$ cat config.mk
export PLATFORM = sky130hd
export DESIGN_NAME = pe2ddr_writeback
export DESIGN_NICKNAME = d
export VERILOG_FILES = /design/src/rtl/pe2ddr_writeback_pkg.sv /design/src/rtl/wb_fifo.sv /design/src/rtl/pe2ddr_writeback.sv
export SDC_FILE = /design/constraint.sdc
export NUM_CORES = 2
export LEC_CHECK = 0
export CORE_MARGIN = 10
export CORE_UTILIZATION = 50
export CTS_CLUSTER_SIZE = 14
export DETAILED_ROUTE_END_ITERATION = 12
export GPL_ROUTABILITY_DRIVEN = 1
export PLACE_DENSITY = 0.75
export SLEW_MARGIN = 25
export SYNTH_ARGS = -nofsm -noshare
export SYNTH_HDL_FRONTEND = slang
export SYNTH_SLANG_ARGS = --single-unit
$ cat constraint.sdc
create_clock -name clk -period 7.1 [get_ports clk]
set_input_delay 1.42 -clock clk [delete_from_list [all_inputs] [get_ports clk]]
set_output_delay 1.42 -clock clk [all_outputs]
set_load 0.01 [all_outputs]
$ cat src/rtl/pe2ddr_writeback_pkg.sv
// Shared widths, writeback state encoding and the result quantizer.
// Latency: n/a (declarations and combinational functions only).
// Backpressure: n/a.
package pe2ddr_writeback_pkg;

  // Global datapath parameters
  localparam int DATA_W     = 16;
  localparam int RES_W      = 32;
  localparam int BATCH      = 4;
  localparam int DDR_BEAT_W = 4 * BATCH * DATA_W;
  localparam int DDR_ADDR_W = 32;
  localparam int BURST_W    = 8;

  // Bits needed to index n items (at least one bit)
  function automatic int bw(input int n);
    return (n <= 1) ? 1 : $clog2(n);
  endfunction

  // Writeback sequencing and command field widths
  typedef enum logic [2:0] {
    WB_IDLE,
    WB_ADDR,
    WB_DATA,
    WB_FLUSH,
    WB_DONE
  } wb_state_e;

  localparam int CMD_SHIFT_W = 5;

  // Saturation bounds of a signed DATA_W value, held at RES_W
  localparam logic signed [RES_W-1:0] SAT_HI = {{(RES_W-DATA_W+1){1'b0}}, {(DATA_W-1){1'b1}}};
  localparam logic signed [RES_W-1:0] SAT_LO = ~SAT_HI;

  // Arithmetic shift (floor), optional ReLU, then clamp to signed DATA_W
  function automatic logic [DATA_W-1:0] quantize(input logic [RES_W-1:0] x,
                                                 input logic [CMD_SHIFT_W-1:0] shift,
                                                 input logic relu);
    logic signed [RES_W-1:0] t;
    if (relu && x[RES_W-1]) t = '0;
    else                    t = $signed(x) >>> shift;
    if (t > SAT_HI)      return {1'b0, {(DATA_W-1){1'b1}}};
    else if (t < SAT_LO) return {1'b1, {(DATA_W-1){1'b0}}};
    else                 return t[DATA_W-1:0];
  endfunction

  // Quantize a whole 4-lane read word; lane-major, batch-minor packing
  function automatic logic [DDR_BEAT_W-1:0] quant_beat(input logic [3:0][BATCH*RES_W-1:0] d,
                                                      input logic [CMD_SHIFT_W-1:0] shift,
                                                      input logic relu);
    logic [DDR_BEAT_W-1:0] q;
    q = '0;
    for (int l = 0; l < 4; l++)
      for (int b = 0; b < BATCH; b++)
        q[(l*BATCH+b)*DATA_W +: DATA_W] = quantize(d[l][b*RES_W +: RES_W], shift, relu);
    return q;
  endfunction

endpackage

$ cat src/rtl/wb_fifo.sv
// Synchronous FIFO with occupancy count, active-low synchronous reset.
// Latency: a pushed word is visible at pop_data the cycle after the push.
// Backpressure: push is ignored when full and pop when empty; callers must respect count.
module wb_fifo #(
  parameter  int WIDTH = 8,
  parameter  int DEPTH = 4,
  localparam int CNT_W = $clog2(DEPTH+1),
  localparam int PTR_W = (DEPTH > 1) ? $clog2(DEPTH) : 1
) (
  input  logic             clk,
  input  logic             rst,
  input  logic             push,
  input  logic [WIDTH-1:0] push_data,
  input  logic             pop,
  output logic [WIDTH-1:0] pop_data,
  output logic             empty,
  output logic [CNT_W-1:0] count
);

  logic [WIDTH-1:0] mem [DEPTH];
  logic [PTR_W-1:0] wr_ptr;
  logic [PTR_W-1:0] rd_ptr;
  logic             full;
  logic             do_push;
  logic             do_pop;

  assign empty    = (count == CNT_W'(0));
  assign full     = (count == CNT_W'(DEPTH));
  assign do_push  = push && !full;
  assign do_pop   = pop && !empty;
  assign pop_data = mem[rd_ptr];

  function automatic logic [PTR_W-1:0] ptr_next(input logic [PTR_W-1:0] p);
    return (p == PTR_W'(DEPTH-1)) ? '0 : p + 1'b1;
  endfunction

  // Pointer and occupancy tracking; simultaneous push and pop leaves count unchanged
  always_ff @(posedge clk) begin
    if (!rst) begin
      wr_ptr <= '0;
      rd_ptr <= '0;
      count  <= '0;
    end else begin
      if (do_push) wr_ptr <= ptr_next(wr_ptr);
      if (do_pop)  rd_ptr <= ptr_next(rd_ptr);
      case ({do_push, do_pop})
        2'b10:   count <= count + 1'b1;
        2'b01:   count <= count - 1'b1;
        default: count <= count;
      endcase
    end
  end

  // Storage needs no reset: it is only read behind a nonzero count
  always_ff @(posedge clk) begin
    if (do_push) mem[wr_ptr] <= push_data;
  end

endmodule

$ cat src/rtl/pe2ddr_writeback.sv
// Drains PE accumulation buffers group by group, quantizes them and writes one DDR burst per group.
// Latency: first ddr_valid 2 cycles after the address handshake; done 1 cycle after the final beat.
// Backpressure: ddr_ready stalls the skid FIFO; buffer reads throttle so FIFO plus in-flight never exceeds its depth.
module pe2ddr_writeback
  import pe2ddr_writeback_pkg::*;
#(
  parameter  int PE_NUM     = 32,
  parameter  int BUF_DEPTH  = 256,
  parameter  int DDR_W      = 256,
  parameter  int FIFO_DEPTH = 4,
  localparam int ADDR_W     = bw(BUF_DEPTH),
  localparam int GRP_W      = bw(PE_NUM/4)
) (
  input  logic                            clk,
  input  logic                            rst,
  input  logic                            cmd_valid,
  output logic                            cmd_ready,
  input  logic [DDR_ADDR_W-1:0]           cmd_addr,
  input  logic [ADDR_W-1:0]               cmd_len,
  input  logic [GRP_W-1:0]                cmd_grp,
  input  logic [CMD_SHIFT_W-1:0]          cmd_shift,
  input  logic                            cmd_relu,
  output logic [GRP_W-1:0]                rd_sel,
  output logic [ADDR_W-1:0]               abuf_rd_addr,
  input  logic [3:0][BATCH*RES_W-1:0]     abuf_rd_data,
  output logic [DDR_ADDR_W-1:0]           ddr_addr,
  output logic [BURST_W-1:0]              ddr_size,
  output logic                            ddr_addr_valid,
  input  logic                            ddr_addr_ready,
  output logic [DDR_W-1:0]                ddr_data,
  output logic                            ddr_valid,
  input  logic                            ddr_ready,
  output logic                            done
);

  localparam int CNT_W = $clog2(FIFO_DEPTH+1);

  wb_state_e                state;
  logic [ADDR_W-1:0]        len_q;
  logic [GRP_W-1:0]         grp_q;
  logic [CMD_SHIFT_W-1:0]   shift_q;
  logic                     relu_q;
  logic [DDR_ADDR_W-1:0]    stride_q;
  logic                     rd_inflight;
  logic [CNT_W-1:0]         fifo_count;
  logic                     fifo_empty;
  logic [DDR_W-1:0]         fifo_din;
  logic [DDR_W-1:0]         fifo_dout;
  logic                     fifo_pop;
  logic                     rd_issue;
  logic                     flush_ok;

  // The read issued last cycle returns now and is pushed already quantized
  assign fifo_din  = quant_beat(abuf_rd_data, shift_q, relu_q);
  assign ddr_valid = !fifo_empty;
  assign fifo_pop  = ddr_valid && ddr_ready;
  assign ddr_data  = ddr_valid ? fifo_dout : '0;

  // Reserve a FIFO slot for every outstanding read so returning data always fits
  assign rd_issue = (state == WB_DATA) &&
                    ((int'(fifo_count) + int'(rd_inflight)) < FIFO_DEPTH);

  // FIFO drains this cycle: lets done land one cycle after the final beat
  assign flush_ok = !rd_inflight &&
                    ((fifo_count == CNT_W'(0)) || ((fifo_count == CNT_W'(1)) && fifo_pop));

  wb_fifo #(
    .WIDTH (DDR_W),
    .DEPTH (FIFO_DEPTH)
  ) u_fifo (
    .clk       (clk),
    .rst       (rst),
    .push      (rd_inflight),
    .push_data (fifo_din),
    .pop       (fifo_pop),
    .pop_data  (fifo_dout),
    .empty     (fifo_empty),
    .count     (fifo_count)
  );

  // Command sequencer: address phase, read phase per group, then flush and done pulse
  always_ff @(posedge clk) begin
    if (!rst) begin
      state          <= WB_IDLE;
      cmd_ready      <= 1'b1;
      rd_sel         <= '0;
      abuf_rd_addr   <= '0;
      ddr_addr       <= '0;
      ddr_size       <= '0;
      ddr_addr_valid <= 1'b0;
      done           <= 1'b0;
      rd_inflight    <= 1'b0;
      len_q          <= '0;
      grp_q          <= '0;
      shift_q        <= '0;
      relu_q         <= 1'b0;
      stride_q       <= '0;
    end else begin
      done        <= 1'b0;
      rd_inflight <= rd_issue;
      case (state)
        WB_IDLE: begin
          if (cmd_valid && cmd_ready) begin
            len_q          <= cmd_len;
            grp_q          <= cmd_grp;
            shift_q        <= cmd_shift;
            relu_q         <= cmd_relu;
            stride_q       <= (DDR_ADDR_W'(cmd_len) + 1'b1) * DDR_ADDR_W'(DDR_W/8);
            cmd_ready      <= 1'b0;
            rd_sel         <= '0;
            ddr_addr       <= cmd_addr;
            ddr_size       <= BURST_W'(cmd_len);
            ddr_addr_valid <= 1'b1;
            state          <= WB_ADDR;
          end
        end
        WB_ADDR: begin
          if (ddr_addr_ready) begin
            ddr_addr_valid <= 1'b0;
            abuf_rd_addr   <= '0;
            state          <= WB_DATA;
          end
        end
        WB_DATA: begin
          if (rd_issue) begin
            if (abuf_rd_addr == len_q) begin
              if (rd_sel == grp_q) begin
                state <= WB_FLUSH;
              end else begin
                rd_sel         <= rd_sel + 1'b1;
                ddr_addr       <= ddr_addr + stride_q;
                ddr_addr_valid <= 1'b1;
                state          <= WB_ADDR;
              end
            end else begin
              abuf_rd_addr <= abuf_rd_addr + 1'b1;
            end
          end
        end
        WB_FLUSH: begin
          if (flush_ok) begin
            done  <= 1'b1;
            state <= WB_DONE;
          end
        end
        WB_DONE: begin
          cmd_ready <= 1'b1;
          state     <= WB_IDLE;
        end
        default: state <= WB_IDLE;
      endcase
    end
  end

endmodule

==> impl_metrics.toml <==
[placement]
globalplace.congestion = 0.963
hpwl_mm = 222
dp.cells = 8741
io_buffers = 876
placed_area_um2 = 84400

[setup_path]
critical_path.max_fanout = 72
r2r_setup_slack_ns = 2.02
crit_required_ns = 5.68
crit_type = "flip-flop to primary output"
crit_arrival_ns = 3.74
start_kind = "flip-flop"
cp-end-kind = "primary output"

[route]
drc = 0
first_iter_violations = 9084
drt_first_pass_iters = 7
vias_per_cell = 7.13
wl_mm = 314
vias = 64139
postRouteAntennaNets = 0
wire_per_inst_um = 34.9

[power]
p_leak_nw = 28.9
power.total_mw = 28.7
p_per_area_nw_per_um2 = 325
vdd_drop_max_mv = 0.274

[synthesis]
ys_async_sr_fraction_pct = 0
synth_edf_count = 1024
netlist_area_um2 = 74300
syn_area_per_cell_um2 = 11.6
synthTopCellsByArea = "edfxtp_1, mux4_2, mux2i_1"
yosysTopAreaCell = "edfxtp_1"
ys_warn_count = 0
synth_fp_nets = 6984
synth.top_cell.area_share_pct = 41.4
synth_top_flop_cell = "edfxtp_1"
synth_cell_type_count = 94
ys_ff_latch = 1109
synth_seq_area_share_pct = 43.7
syn_inst = 6395

[finish]
seq_area_um2 = 32500
layout_common_cells = "edfxtp_1, clkdlybuf4s50_1, nand2_1"
layout-drive-gt1-share_pct = 17.0
area_delta_synth_final_pct = 18.8
multi_input_area_um2 = 39200
fin_cells = 9001
layout_commonest_cell = "edfxtp_1"
num-fill-cells = 11754
nets = 7520
final_cell_area_um2 = 88300

[clocking]
cts_hold_buf = 0
clock-sinks = 1109
cts_max_level = 3
root_buffer = "clkbuf_16"
clkTransAtPathRegs_ns = 0.06
cts_tree = "built"
clk_path_buf_depth = 3
cts_buffers = 117
post_cts_buffers = 0
post_cts_resized = 0
clock_latency_ns = 0.77

[flow_run]
cap_violations = 0

[global_route]
gr-total-overflow = 0
grt_pass1_wl_mm = 444
grt_pass1_vias = 61261
antenna_found_initial = 79
grtUsageTotal_pct = 36.5
grt_max_degree = 155

[floorplan]
coreArea_um2 = 148000
die_x_um = 406
io_pins = 877
dieArea_um2 = 164000
start_util_pct = 50.3
die_h_um = 406
rows = 141

[sta]
tightest_slew_ns = 1.16
clock_skew_ns = 0.0289
min_period_ns = 5.16
max_freq_mhz = 194
max_slew_margin_pct = 22.4
rsz0062_at_grt = "no"
hold_slack_ns = 0.466
hold_violations = 0
report.final.slew_viol_count = 0
final.setup.tns_ns = 0
fin_crit_sh_pct = 72.6
setup_violations = 0

[min_path]
hold_path_class = "flip-flop to flip-flop"

[outcome]
outcome = "finished, final reports clean"
==> path summary, 6_finish.rpt <==
kind / start / endpoint / cells after the start
hold reg to reg: ddr_addr[4]$_SDFFE_PN0P_ / ddr_addr[4]$_SDFFE_PN0P_ / 2
setup reg to reg: shift_q[3]$_SDFFE_PN0P_ / u_fifo.mem[2][184]$_DFFE_PP_ / 9
setup / recovery: u_fifo.count[0]$_SDFFE_PN0P_ / ddr_data[207] / 7
hold / removal: ddr_addr[4]$_SDFFE_PN0P_ / ddr_addr[4]$_SDFFE_PN0P_ / 2
==> registers in the layout, indices dropped and copies added, names as in the netlist, 3 cells and up, named ones only <==
signal,count
grp_q,3
state,3
u_fifo.mem,1024
abuf_rd_addr,8
stride_q,9
rd_sel,3
u_fifo.count,3
shift_q,5
len_q,8
ddr_addr,32
==> cell usage after synthesis (55+ instances only) <==
cell type,count
nor3_1,58
mux2i_1,449
and2_1,293
buf_4,55
mux2_2,236
o21ai_0,481
o221ai_1,81
o211ai_1,77
mux4_2,542
clkbuf_1,267
o22ai_1,106
dfxtp_1,85
nor2_1,373
edfxtp_1,1024
a211oi_1,86
nand2_1,708
a21oi_1,241
nand3_1,73
a22oi_1,58
buf_1,79
buf_2,174
==> worst max-delay path: stages, from the launching register on <==
cell,delay (ns)
dfxtp_1,0.41
inv_1,0.09
ha_1,0.26
nand2b_4,0.35
buf_16,0.28
buf_4,0.52
and2_1,0.38
clkdlybuf4s50_1,0.60
==> report_power, final <==
group | total (mW) | leakage [nW] | internal [mW] | switching (mW)
combinational | 14.3 | 17.2 | 5.54 | 8.79
clock | 6.05 | 1.81 | 3.37 | 2.68
sequential | 8.32 | 9.87 | 8.02 | 0.308
total | 28.7 | 28.9 | 16.9 | 11.8
==> routing by layer <==
metal	up-vias	routed length, um	global-route usage, %
met1	32027	117000	47.5
met3	900	37600	10.4
met5	-	532	0
met2	4704	143000	56.4
li1	26424	-	-
met4	84	16300	17.0
==> area by class of cell <==
class                      count  share of cell area (%)
clock buffer                 141                    3.45
sequential                  1109                    36.8
clock inverter                80                   0.805
inverter                      45                   0.220
timing repair buffer        1014                    11.5
multi-input combinational   4644                    44.4
antenna                       38                   0.108
tap                         1930                    2.73
==> cells by family (layout without fill, tap and decap cells) <==
family	after synthesis	in the layout	synth area share, %
AO/OA/AOI/OAI	1598	1598	14.3
other	0	38	0
AND/OR/NAND/NOR	1766	1766	11.2
adder cells (fa/ha/maj)	23	23	0.397
XOR/XNOR	28	28	0.330
multiplexers	1229	1229	26.1
flip-flops	1109	1109	43.7
buffers and inverters	642	1280	4.03
==> per-stage QoR <==
stage	utilization, %	worst slack [ns]
2_1_floorplan	-	2.74
3_3_place_gp	57.1	1.53
3_5_place_dp	57.2	1.55
4_1_cts	59.7	1.72
5_1_grt	59.8	1.79
6_report	59.8	1.94
Power figures use the tool's default switching activity.
